<file path="src/rtl/uart_pkg.sv">
`default_nettype none
// ============================================================================
// Module      : uart_pkg
// Description : Shared types and helpers for the parametrised UART blocks.
//               Holds the receiver state encoding, the parity-mode constants
//               and a helper that returns the total bit count of one frame.
// Revision    : 1.0 - initial release
// ============================================================================
package uart_pkg;

    // Receiver FSM states, explicitly 3 bits wide.
    typedef enum logic [2:0] {
        eIdle   = 3'd0,
        eStart  = 3'd1,
        eData   = 3'd2,
        eParity = 3'd3,
        eStop   = 3'd4
    } uart_state_e;

    // Parity modes accepted by the parity_p parameter.
    localparam int e_parity_none = 0;
    localparam int e_parity_odd  = 1;
    localparam int e_parity_even = 2;

    // Total bits on the line for one frame: start + data + parity + stop.
    function automatic int uart_frame_bits(input int data_bits,
                                           input int parity_mode,
                                           input int stop_bits);
        return 1 + data_bits + ((parity_mode != e_parity_none) ? 1 : 0) + stop_bits;
    endfunction

endpackage
`default_nettype wire

</file>
<file path="src/rtl/uart_bit_timer.sv">
`default_nettype none
// ============================================================================
// Module      : uart_bit_timer
// Description : Loadable down-counter used to time UART bit periods.
//               The counter loads i_load_val when i_load is high, otherwise
//               counts down and holds at zero. o_expire is high while the
//               count is zero; the owner reloads on the expiry cycle to get
//               a period of (load value + 1) cycles.
// Ports       : clk        - clock
//               rst        - synchronous active-high reset (count -> 0)
//               i_load     - load the counter this cycle
//               i_load_val - value to load
//               o_expire   - count has reached zero
// Revision    : 1.0 - initial release
// ============================================================================
module uart_bit_timer #(
    parameter int clk_per_bit_p = 10416
) (
    input  logic                             clk,
    input  logic                             rst,
    input  logic                             i_load,
    input  logic [$clog2(clk_per_bit_p)-1:0] i_load_val,
    output logic                             o_expire
);

    localparam int C_W = $clog2(clk_per_bit_p);

    logic [C_W-1:0] r_cnt;
    logic [C_W-1:0] w_cnt_nxt;

    always_comb begin
        w_cnt_nxt = r_cnt;
        if (i_load) begin
            w_cnt_nxt = i_load_val;
        end else if (r_cnt != '0) begin
            w_cnt_nxt = r_cnt - C_W'(1);
        end
    end

    always_ff @(posedge clk) begin
        if (rst) begin
            r_cnt <= '0;
        end else begin
            r_cnt <= w_cnt_nxt;
        end
    end

    assign o_expire = (r_cnt == '0);

endmodule
`default_nettype wire

</file>
<file path="src/rtl/uart_rx_param.sv">
`default_nettype none
// ============================================================================
// Module      : uart_rx_param
// Description : Parametrised UART receiver with a one-entry ready/valid
//               output register, per-frame parity / framing error flags and
//               an overrun pulse when a finished frame cannot be stored.
//               Optional macro UART_RX_MAJORITY_EN: each bit decision is the
//               majority of three consecutive synchronised samples centred
//               on timer expiry, taken one cycle later than the plain sample.
// Ports       : clk_i        - system clock
//               reset_i      - synchronous active-high reset
//               rx_i         - asynchronous serial line, idles high
//               data_o       - received word, LSB first on the line
//               v_o          - data_o / error flags valid
//               yumi_i       - consumer takes the held word
//               parity_err_o - parity mismatch on the held word
//               frame_err_o  - a stop bit was sampled low on the held word
//               overrun_o    - one-cycle pulse when a frame is dropped
//               busy_o       - receiver is inside a frame
// Revision    : 1.0 - initial release
// ============================================================================
module uart_rx_param
    import uart_pkg::*;
#(
    parameter int clk_per_bit_p = 10416,
    parameter int data_bits_p   = 8,
    parameter int parity_p      = 0,
    parameter int stop_bits_p   = 1
) (
    input  logic                   clk_i,
    input  logic                   reset_i,
    input  logic                   rx_i,
    output logic [data_bits_p-1:0] data_o,
    output logic                   v_o,
    input  logic                   yumi_i,
    output logic                   parity_err_o,
    output logic                   frame_err_o,
    output logic                   overrun_o,
    output logic                   busy_o
);

    localparam int C_TMR_W = $clog2(clk_per_bit_p);
    localparam int C_CNT_W = $clog2(uart_frame_bits(data_bits_p, parity_p, stop_bits_p));

    localparam logic [C_TMR_W-1:0] C_HALF_BIT   = C_TMR_W'(clk_per_bit_p / 2 - 1);
    localparam logic [C_TMR_W-1:0] C_FULL_BIT   = C_TMR_W'(clk_per_bit_p - 1);
    localparam logic [C_CNT_W-1:0] C_LAST_DATA  = C_CNT_W'(data_bits_p - 1);
    localparam logic [C_CNT_W-1:0] C_LAST_STOP  = C_CNT_W'(stop_bits_p - 1);
    localparam logic               C_HAS_PARITY = (parity_p != e_parity_none);
    localparam logic               C_ODD        = (parity_p == e_parity_odd);

    // ------------------------------------------------------------------------
    // Input synchroniser plus one extra stage for falling-edge detection.
    // ------------------------------------------------------------------------
    logic r_rx_meta;
    logic r_rx_sync;
    logic r_rx_prev;
    logic w_fall;

    always_ff @(posedge clk_i) begin
        if (reset_i) begin
            r_rx_meta <= 1'b1;
            r_rx_sync <= 1'b1;
            r_rx_prev <= 1'b1;
        end else begin
            r_rx_meta <= rx_i;
            r_rx_sync <= r_rx_meta;
            r_rx_prev <= r_rx_sync;
        end
    end

    // A held-low line (break) never re-triggers: rx_s must go high first.
    assign w_fall = r_rx_prev & ~r_rx_sync;

    // ------------------------------------------------------------------------
    // Bit timer
    // ------------------------------------------------------------------------
    uart_state_e          r_state;
    uart_state_e          w_state_nxt;
    logic                 w_tmr_load;
    logic [C_TMR_W-1:0]   w_tmr_val;
    logic                 w_tmr_expire;

    // Idle loads the half-bit delay on an edge; every in-frame expiry
    // reloads a full bit so sample points stay one bit apart.
    always_comb begin
        w_tmr_load = 1'b0;
        w_tmr_val  = C_FULL_BIT;
        if (r_state == eIdle) begin
            if (w_fall) begin
                w_tmr_load = 1'b1;
                w_tmr_val  = C_HALF_BIT;
            end
        end else if (w_tmr_expire) begin
            w_tmr_load = 1'b1;
        end
    end

    uart_bit_timer #(
        .clk_per_bit_p (clk_per_bit_p)
    ) u_bit_timer (
        .clk        (clk_i),
        .rst        (reset_i),
        .i_load     (w_tmr_load),
        .i_load_val (w_tmr_val),
        .o_expire   (w_tmr_expire)
    );

    // ------------------------------------------------------------------------
    // Sample event / sampled bit
    // ------------------------------------------------------------------------
    logic w_smp_evt;
    logic w_smp_bit;

`ifdef UART_RX_MAJORITY_EN
    // At expiry r_rx_prev holds the value seen at timer==1 and r_rx_sync the
    // value at timer==0; the third vote is rx_s on the following cycle.
    logic r_maj_a;
    logic r_maj_b;
    logic r_maj_pend;

    always_ff @(posedge clk_i) begin
        if (reset_i) begin
            r_maj_a    <= 1'b1;
            r_maj_b    <= 1'b1;
            r_maj_pend <= 1'b0;
        end else begin
            r_maj_pend <= w_tmr_expire & (r_state != eIdle);
            if (w_tmr_expire) begin
                r_maj_a <= r_rx_prev;
                r_maj_b <= r_rx_sync;
            end
        end
    end

    assign w_smp_evt = r_maj_pend;
    assign w_smp_bit = (r_maj_a & r_maj_b) | (r_maj_a & r_rx_sync) | (r_maj_b & r_rx_sync);
`else
    assign w_smp_evt = w_tmr_expire & (r_state != eIdle);
    assign w_smp_bit = r_rx_sync;
`endif

    // ------------------------------------------------------------------------
    // Receive FSM
    // ------------------------------------------------------------------------
    logic [data_bits_p-1:0] r_shift;
    logic [data_bits_p-1:0] w_shift_nxt;
    logic [C_CNT_W-1:0]     r_cnt;
    logic [C_CNT_W-1:0]     w_cnt_nxt;
    logic                   r_perr;
    logic                   w_perr_nxt;
    logic                   r_ferr;
    logic                   w_ferr_nxt;
    logic                   w_frame_done;

    always_ff @(posedge clk_i) begin
        if (reset_i) begin
            r_state <= eIdle;
            r_shift <= '0;
            r_cnt   <= '0;
            r_perr  <= 1'b0;
            r_ferr  <= 1'b0;
        end else begin
            r_state <= w_state_nxt;
            r_shift <= w_shift_nxt;
            r_cnt   <= w_cnt_nxt;
            r_perr  <= w_perr_nxt;
            r_ferr  <= w_ferr_nxt;
        end
    end

    always_comb begin
        w_state_nxt  = r_state;
        w_shift_nxt  = r_shift;
        w_cnt_nxt    = r_cnt;
        w_perr_nxt   = r_perr;
        w_ferr_nxt   = r_ferr;
        w_frame_done = 1'b0;
        case (r_state)
            eIdle: begin
                if (w_fall) begin
                    w_state_nxt = eStart;
                end
            end
            eStart: begin
                if (w_smp_evt) begin
                    if (!w_smp_bit) begin
                        w_state_nxt = eData;
                        w_cnt_nxt   = '0;
                        w_perr_nxt  = 1'b0;
                        w_ferr_nxt  = 1'b0;
                    end else begin
                        // Line was high again at mid-start: a glitch.
                        w_state_nxt = eIdle;
                    end
                end
            end
            eData: begin
                if (w_smp_evt) begin
                    w_shift_nxt = {w_smp_bit, r_shift[data_bits_p-1:1]};
                    if (r_cnt == C_LAST_DATA) begin
                        w_cnt_nxt   = '0;
                        w_state_nxt = C_HAS_PARITY ? eParity : eStop;
                    end else begin
                        w_cnt_nxt = r_cnt + C_CNT_W'(1);
                    end
                end
            end
            eParity: begin
                if (w_smp_evt) begin
                    // Odd mode expects XOR(data, bit) = 1, even expects 0.
                    w_perr_nxt  = (^r_shift) ^ w_smp_bit ^ C_ODD;
                    w_state_nxt = eStop;
                end
            end
            eStop: begin
                if (w_smp_evt) begin
                    w_ferr_nxt = r_ferr | ~w_smp_bit;
                    if (r_cnt == C_LAST_STOP) begin
                        // Re-arm at mid-stop for half-bit resync tolerance.
                        w_state_nxt  = eIdle;
                        w_frame_done = 1'b1;
                    end else begin
                        w_cnt_nxt = r_cnt + C_CNT_W'(1);
                    end
                end
            end
            default: begin
                w_state_nxt = eIdle;
            end
        endcase
    end

    // ------------------------------------------------------------------------
    // One-entry output register
    // ------------------------------------------------------------------------
    logic [data_bits_p-1:0] r_data;
    logic                   r_v;
    logic                   r_out_perr;
    logic                   r_out_ferr;
    logic                   r_overrun;
    logic                   w_accept;

    assign w_accept = w_frame_done & (~r_v | yumi_i);

    always_ff @(posedge clk_i) begin
        if (reset_i) begin
            r_data     <= '0;
            r_v        <= 1'b0;
            r_out_perr <= 1'b0;
            r_out_ferr <= 1'b0;
            r_overrun  <= 1'b0;
        end else begin
            r_overrun <= w_frame_done & ~w_accept;
            if (w_accept) begin
                r_data     <= r_shift;
                r_out_perr <= r_perr;
                r_out_ferr <= w_ferr_nxt;
                r_v        <= 1'b1;
            end else if (yumi_i) begin
                r_v <= 1'b0;
            end
        end
    end

    assign data_o       = r_data;
    assign v_o          = r_v;
    assign parity_err_o = r_out_perr;
    assign frame_err_o  = r_out_ferr;
    assign overrun_o    = r_overrun;
    assign busy_o       = (r_state != eIdle);

endmodule
`default_nettype wire
</file>
<file path="config.mk">
export PLATFORM = sky130hd
export DESIGN_NAME = uart_rx_param
export DESIGN_NICKNAME = d
export VERILOG_FILES = /design/src/rtl/uart_pkg.sv /design/src/rtl/uart_bit_timer.sv /design/src/rtl/uart_rx_param.sv
export SDC_FILE = /design/constraint.sdc
export NUM_CORES = 1
export LEC_CHECK = 0
export ABC_AREA = 1
export CAP_MARGIN = 30
export CORE_UTILIZATION = 30
export DETAILED_ROUTE_END_ITERATION = 7
export PLACE_DENSITY_LB_ADDON = 0.3
export SETUP_SLACK_MARGIN = 0.4
export SLEW_MARGIN = 10
export SYNTH_ARGS = -nofsm -noshare
export SYNTH_HDL_FRONTEND = slang
export SYNTH_SLANG_ARGS = --single-unit
</file>
<file path="constraint.sdc">
create_clock -name clk_i -period 2.1 [get_ports clk_i]
set_clock_uncertainty 0.15 [all_clocks]
set_input_delay 0.525 -clock clk_i [delete_from_list [all_inputs] [get_ports clk_i]]
set_output_delay 0.525 -clock clk_i [all_outputs]
set_load 0.05 [all_outputs]
</file>
; Yosys cells after proc, flatten, opt, wreduce, memory -nomap -nowiden
; Index checks and enable logic that the tools add are counted.
[op_classes]
n_reduce_logical = 14
add_sub_neg = 2
n_eq_ne = 14
bitwise_logic = 10
muxes = 36
[ops]
columns = operator, n
row1 = $mux W14, 4
row2 = $mux W4, 6
row3 = $mux W3, 7
row4 = $ne A2 B2 Y1 const B, 9
row5 = $pmux W3 S5, 1
row6 = $logic_not A14 Y1, 1
row7 = $mux W1, 14
row8 = $reduce_bool A14 Y1, 1
row9 = $sub A14 B1 Y14 const B, 1
row10 = $pmux W4 S3, 1
row11 = $reduce_xor A8 Y1, 1
row12 = $reduce_and A7 Y1, 1
row13 = $eq A3 B2 Y1 const B, 2
row14 = $reduce_and A6 Y1, 1
row15 = $reduce_bool A2 Y1, 3
row16 = $reduce_bool A3 Y1, 2
row17 = $add A4 B1 Y4 const B, 1
row18 = $and A1 B1 Y1, 4
row19 = $eq A4 B3 Y1 const B, 1
row20 = $logic_not A4 Y1, 1
row21 = $pmux W1 S2, 2
row22 = $reduce_and A4 Y1, 1
row23 = $eq A3 B1 Y1 const B, 1
row24 = $eq A3 B3 Y1 const B, 1
row25 = 6 further kinds, 9
[totals]
inputBits = 4
regBits = 46
word_cells = 90
out_inout_bits = 13

; Depth between registers and ports, before layout
[depth]
ltp_word = 7
mapped_depth = 12
mapped_depth_nobuf = 12

; Hierarchy
; Synthesis repeated with hierarchy kept, for this count alone.
[unflattened]
hier_cells = 371
area_unflattened_um2 = 2518.7
[modules_own_cells]
columns = mod, cells_each, area_each_um2, n_inst, seq_area_each_um2
row1 = uart_rx_param, 213, 1515.2, 1, 640.6
row2 = uart_bit_timer, 158, 1003.5, 1, 280.3

; Worst setup path before layout
; Ideal clock, no wire load.
[synth_timing]
path_kind = register -> register
start = reg r_state[0]
end = reg u_bit_timer.r_cnt[13]
stages_incl_launch_ff = 10
required_time_ns = 1.841
n_path_buf = 0
arrival_time_ns = 1.498
synth_period_minus_slack_ns = 1.757
slack_ns = 0.343
setup_ns = 0.109
cell_sequence = dfxtp_1 > nor2_1 > nand2_1 > inv_1 > o21ai_1 > or2_1 > nand2_1 > inv_1 > nand2_1 > inv_1
[synth_via]
elab_chain_cells = 3
word_cells_on_any_way = 5
cone_classes = 3 x mux / 2 x reduce/logical
[synth_lines]
columns = item, line_no
row1 = "start, declared", uart_rx_param.sv:78  ; uart_state_e r_state;
row2 = "start signal, assigned", uart_rx_param.sv:158  ; r_state <= eIdle;
row3 = "start signal, assigned", uart_rx_param.sv:164  ; r_state <= w_state_nxt;
row4 = $logic_not A3 Y1 (*), uart_rx_param.sv:89  ; if (r_state == eIdle) begin
row5 = $mux W14 / $mux W1 (equally long branches), uart_rx_param.sv:89
row6 = $mux W14 / $reduce_bool A2 Y1 (equally long branches), n/a
row7 = "end signal, assigned", uart_bit_timer.sv:44  ; r_cnt <= w_cnt_nxt;
row8 = "end, declared", uart_bit_timer.sv:28  ; logic [C_W-1:0] r_cnt;
; Every way passes the cells marked *; elsewhere a longest branch is shown, timed or not.
; A chain may end at the register's enable or synchronous reset.

; Worst setup path in the final report
[layout_timing]
start = reg u_bit_timer.r_cnt[13]
end = reg r_data[4], in the netlist data_o[4]
[layout_via]
elab_chain_cells = 5
[layout_lines]
columns = item, line_no
row1 = $logic_not A14 Y1, uart_bit_timer.sv:48  ; assign o_expire = (r_cnt == '0);
row2 = $and A1 B1 Y1, uart_rx_param.sv:139  ; assign w_smp_evt = w_tmr_expire & (r_state != eIdle);
row3 = $mux W1, uart_rx_param.sv:217  ; if (w_smp_evt) begin
row4 = $mux W1, uart_rx_param.sv:179  ; case (r_state)
row5 = $and A1 B1 Y1, uart_rx_param.sv:244  ; assign w_accept = w_frame_done & (~r_v | yumi_i);
row6 = "end signal, assigned", uart_rx_param.sv:256  ; r_data <= r_shift;
row7 = "end, declared", uart_rx_param.sv:237  ; logic [data_bits_p-1:0] r_data;
; No other way between the ends.

==> impl_metrics.toml <==
[synthesis]
yosysSeqAreaShare_pct = 40.0
synth_area_um2 = 2300
syn-mean-instance-area_um2 = 6.77
syn_nets = 347
synth_top_area_share_pct = 40.0
synth_edf_count = 0
async_reset_ff_share_pct = 0
yosys_most_used_dff = "dfxtp_1"
synth_cell_types = 35
postSynthCellCount = 340
synth_top_area_cell = "dfxtp_1"
synth_area_leaders = "dfxtp_1 40%, nand2_1 14%, inv_1 7.5%"
yosysWarnings = 0
yosysMostFrequentCell = "nand2_1"
synth-seq-cells = 46
ys_top_cells_by_count = "83 x nand2_1, 46 x dfxtp_1, 46 x inv_1"

[grt]
track_usage_pct = 14.6
grt_max_degree = 17
antenna_found_initial = 0
grt_busiest_layer = "met2"
grt_first_pass_wirelength_mm = 8.91
grt_use_met3_pct = 3.02
use_met1_pct = 18.6
grt_overflow = 0
use_met2_pct = 24.3
first_global_vias = 1942

[power]
comb_power_share_pct = 48.0
p_sw_w = 0.00134
seq_power_share_pct = 34.5
clkPwrFrac_pct = 17.5
internal_power_w = 0.00190
power.density_nw_per_um2 = 1090
finalPower_w = 0.00324
swShare_pct = 41.4
leakagePower_nw = 1.36
ir_drop_mv = 0.338

[floorplanning]
coreArea_um2 = 7330
rows = 31
initial_core_util_pct = 31.4
chipHeight_um = 89.6
die-area_um2 = 8030
num_io_pins = 17
die_width_um = 89.6

[setup_path]
worstSetupPathType = "register to register"
reg2reg_slack_ns = 0.38
critPathMaxFanout = 7
r2r-start = "u_bit_timer.r_cnt[13]"
arrival_ns = 1.78
worstSetupStartpoint = "u_bit_timer.r_cnt[13]"
reg2reg_to = "data_o[4]"
start_kind = "register"
endpoint_kind = "register"
ff2ff_path_depth = 8
worstPathRequired_ns = 2.16

[cells_and_area]
antenna_cells = 0
nNetsFinal = 389
area_growth_pct = 29.0
drive_above_1_share_pct = 26.6
multi_input_area_um2 = 1290
nFillCells = 746
seq_area_um2 = 935

[sta]
timing.final.crit_period_ns = 1.72
fmax_ghz = 0.581
timing.final.crit_share_pct = 81.9
fin_setup_tns_ns = 0
tightest_slew_ns = 0.294
slew_viol_final = 0
slew_headroom_pct = 80.4
setup_violations = 0
rsz0062_at_grt = "true"
final-hold-violation-count = 0

[clocking]
root_buffer = "clkbuf_8"
cts_made_buffers = 5
clockBufferDepth = 2
cts_tree = "built"
clock_latency_ns = 0.31
htreeDepth = 2
clk_pin_slew_ns = 0.10
cts_sinks = 46

[drt]
drtIter0Drc = 58
post-route-drc-count = 0
vias = 2196
wl_per_cell_um = 11.6
drt_pre_antenna_iters = 4
vias_per_cell = 4.56
drtAntennaViolNets = 0
routed_wl_mm = 5.60

[outcome]
run_status = "finished clean"

[worst_hold_path]
hp-class = "register to register"
hold_depth = 1
min-delay-start = "r_rx_meta"
hold_path_end = "r_rx_sync"

[placement]
port_buffers = 16
hpwl_mm = 3.77
gp_congestion = 0.762

[run]
maxCapViolations = 0
## logic make-up (layout without fill, tap and decap cells)
group / count (synthesis) / after routing / synth area share (%)
AOI/OAI and AO/OA: 59 / 59 / 13.7
xor gates and xnor gates: 7 / 7 / 2.66
adders and majority gates: 3 / 3 / 1.63
buffers and inverters: 57 / 99 / 9.83
DFF: 46 / 46 / 40.0
and+or+nand+nor: 168 / 169 / 32.2
## registers in the layout, summed over array words and instances (netlist names), 3 cells and up
name and count:
u_bit_timer.r_cnt 14, r_state 3, data_o 8, r_shift 8, r_cnt 4
## timing repair
item | in CTS | in global routing
buffers inserted | 8 | 5
pin swaps | 5 | 10
hold buffers | 0 | 0
gates cloned | 0 | 2
resized for setup | 22 | 33
setup endpoints to repair | 39 | 39
## area by class of cell
cell class / instances / area share (%)
clock buffer: 5 / 2.32
clock inverter: 3 / 0.716
inverter: 51 / 6.70
multi-input combinational: 238 / 43.6
sequential: 46 / 31.5
timing repair buffer: 40 / 11.1
tap: 99 / 4.17
## through the flow
stage,hold WS [ns],utilization (%),instances,setup WS (ns),cell area (um^2)
CTS,0.283,38.7,475,0.404,2840
global route,0.299,40.5,482,0.299,2970
global placement,0.258,35.6,459,0.127,2610
finish,0.274,40.5,482,0.380,2970
floorplan,0.239,-,340,0.404,2310
detailed placement,0.249,35.6,459,0.113,2610
## critical path, cell delays in order, from the launching register on
cell and delay (ns):
dfxtp_2 0.34, or2_4 0.25, nor2_4 0.22, nand2_8 0.10, inv_6 0.08, nand4_4 0.13
buf_6 0.19, o21ai_1 0.11, nor2_1 0.04
## metal layers
metal,vias up,wire length [um]
met3,11,148
met5,-,0
met4,0,121
li1,1157,-
met2,29,2680
met1,999,2650
## power groups by stage
stage | clock [W] | sequential [W] | combinational [W]
3_3_place_gp | 0 | 0.00112 | 0.00122
5_1_grt | 0.000624 | 0.00114 | 0.00174
3_5_place_dp | 0 | 0.00112 | 0.00123
6_report | 0.000567 | 0.00112 | 0.00155
4_1_cts | 0.000585 | 0.00111 | 0.00143
2_1_floorplan | 0 | 0.00111 | 0.000945
## cells in the final DEF, fill, tap and decap left out, types with 4 or more instances in the layout
cell	count
nand2_1	79
dfxtp_2	8
nand4_1	4
a21oi_1	22
inv_1	41
xor2_1	4
nor2_2	6
nor2_1	39
inv_2	8
o21ai_2	7
nor3_1	5
clkbuf_8	5
o21ai_1	14
buf_4	32
nand2_2	4
nand3_1	13
dfxtp_1	37
o21ai_0	8
## worst max-delay path by stage
stage / to / cells past startpoint
floorplan: r_shift[7] / 10
global placement: frame_err_o / 8
detailed placement: frame_err_o / 8
CTS: busy_o / 3
global route: r_cnt[3] / 11
finish: data_o[4] / 8
(Power assumes the default switching activity.)
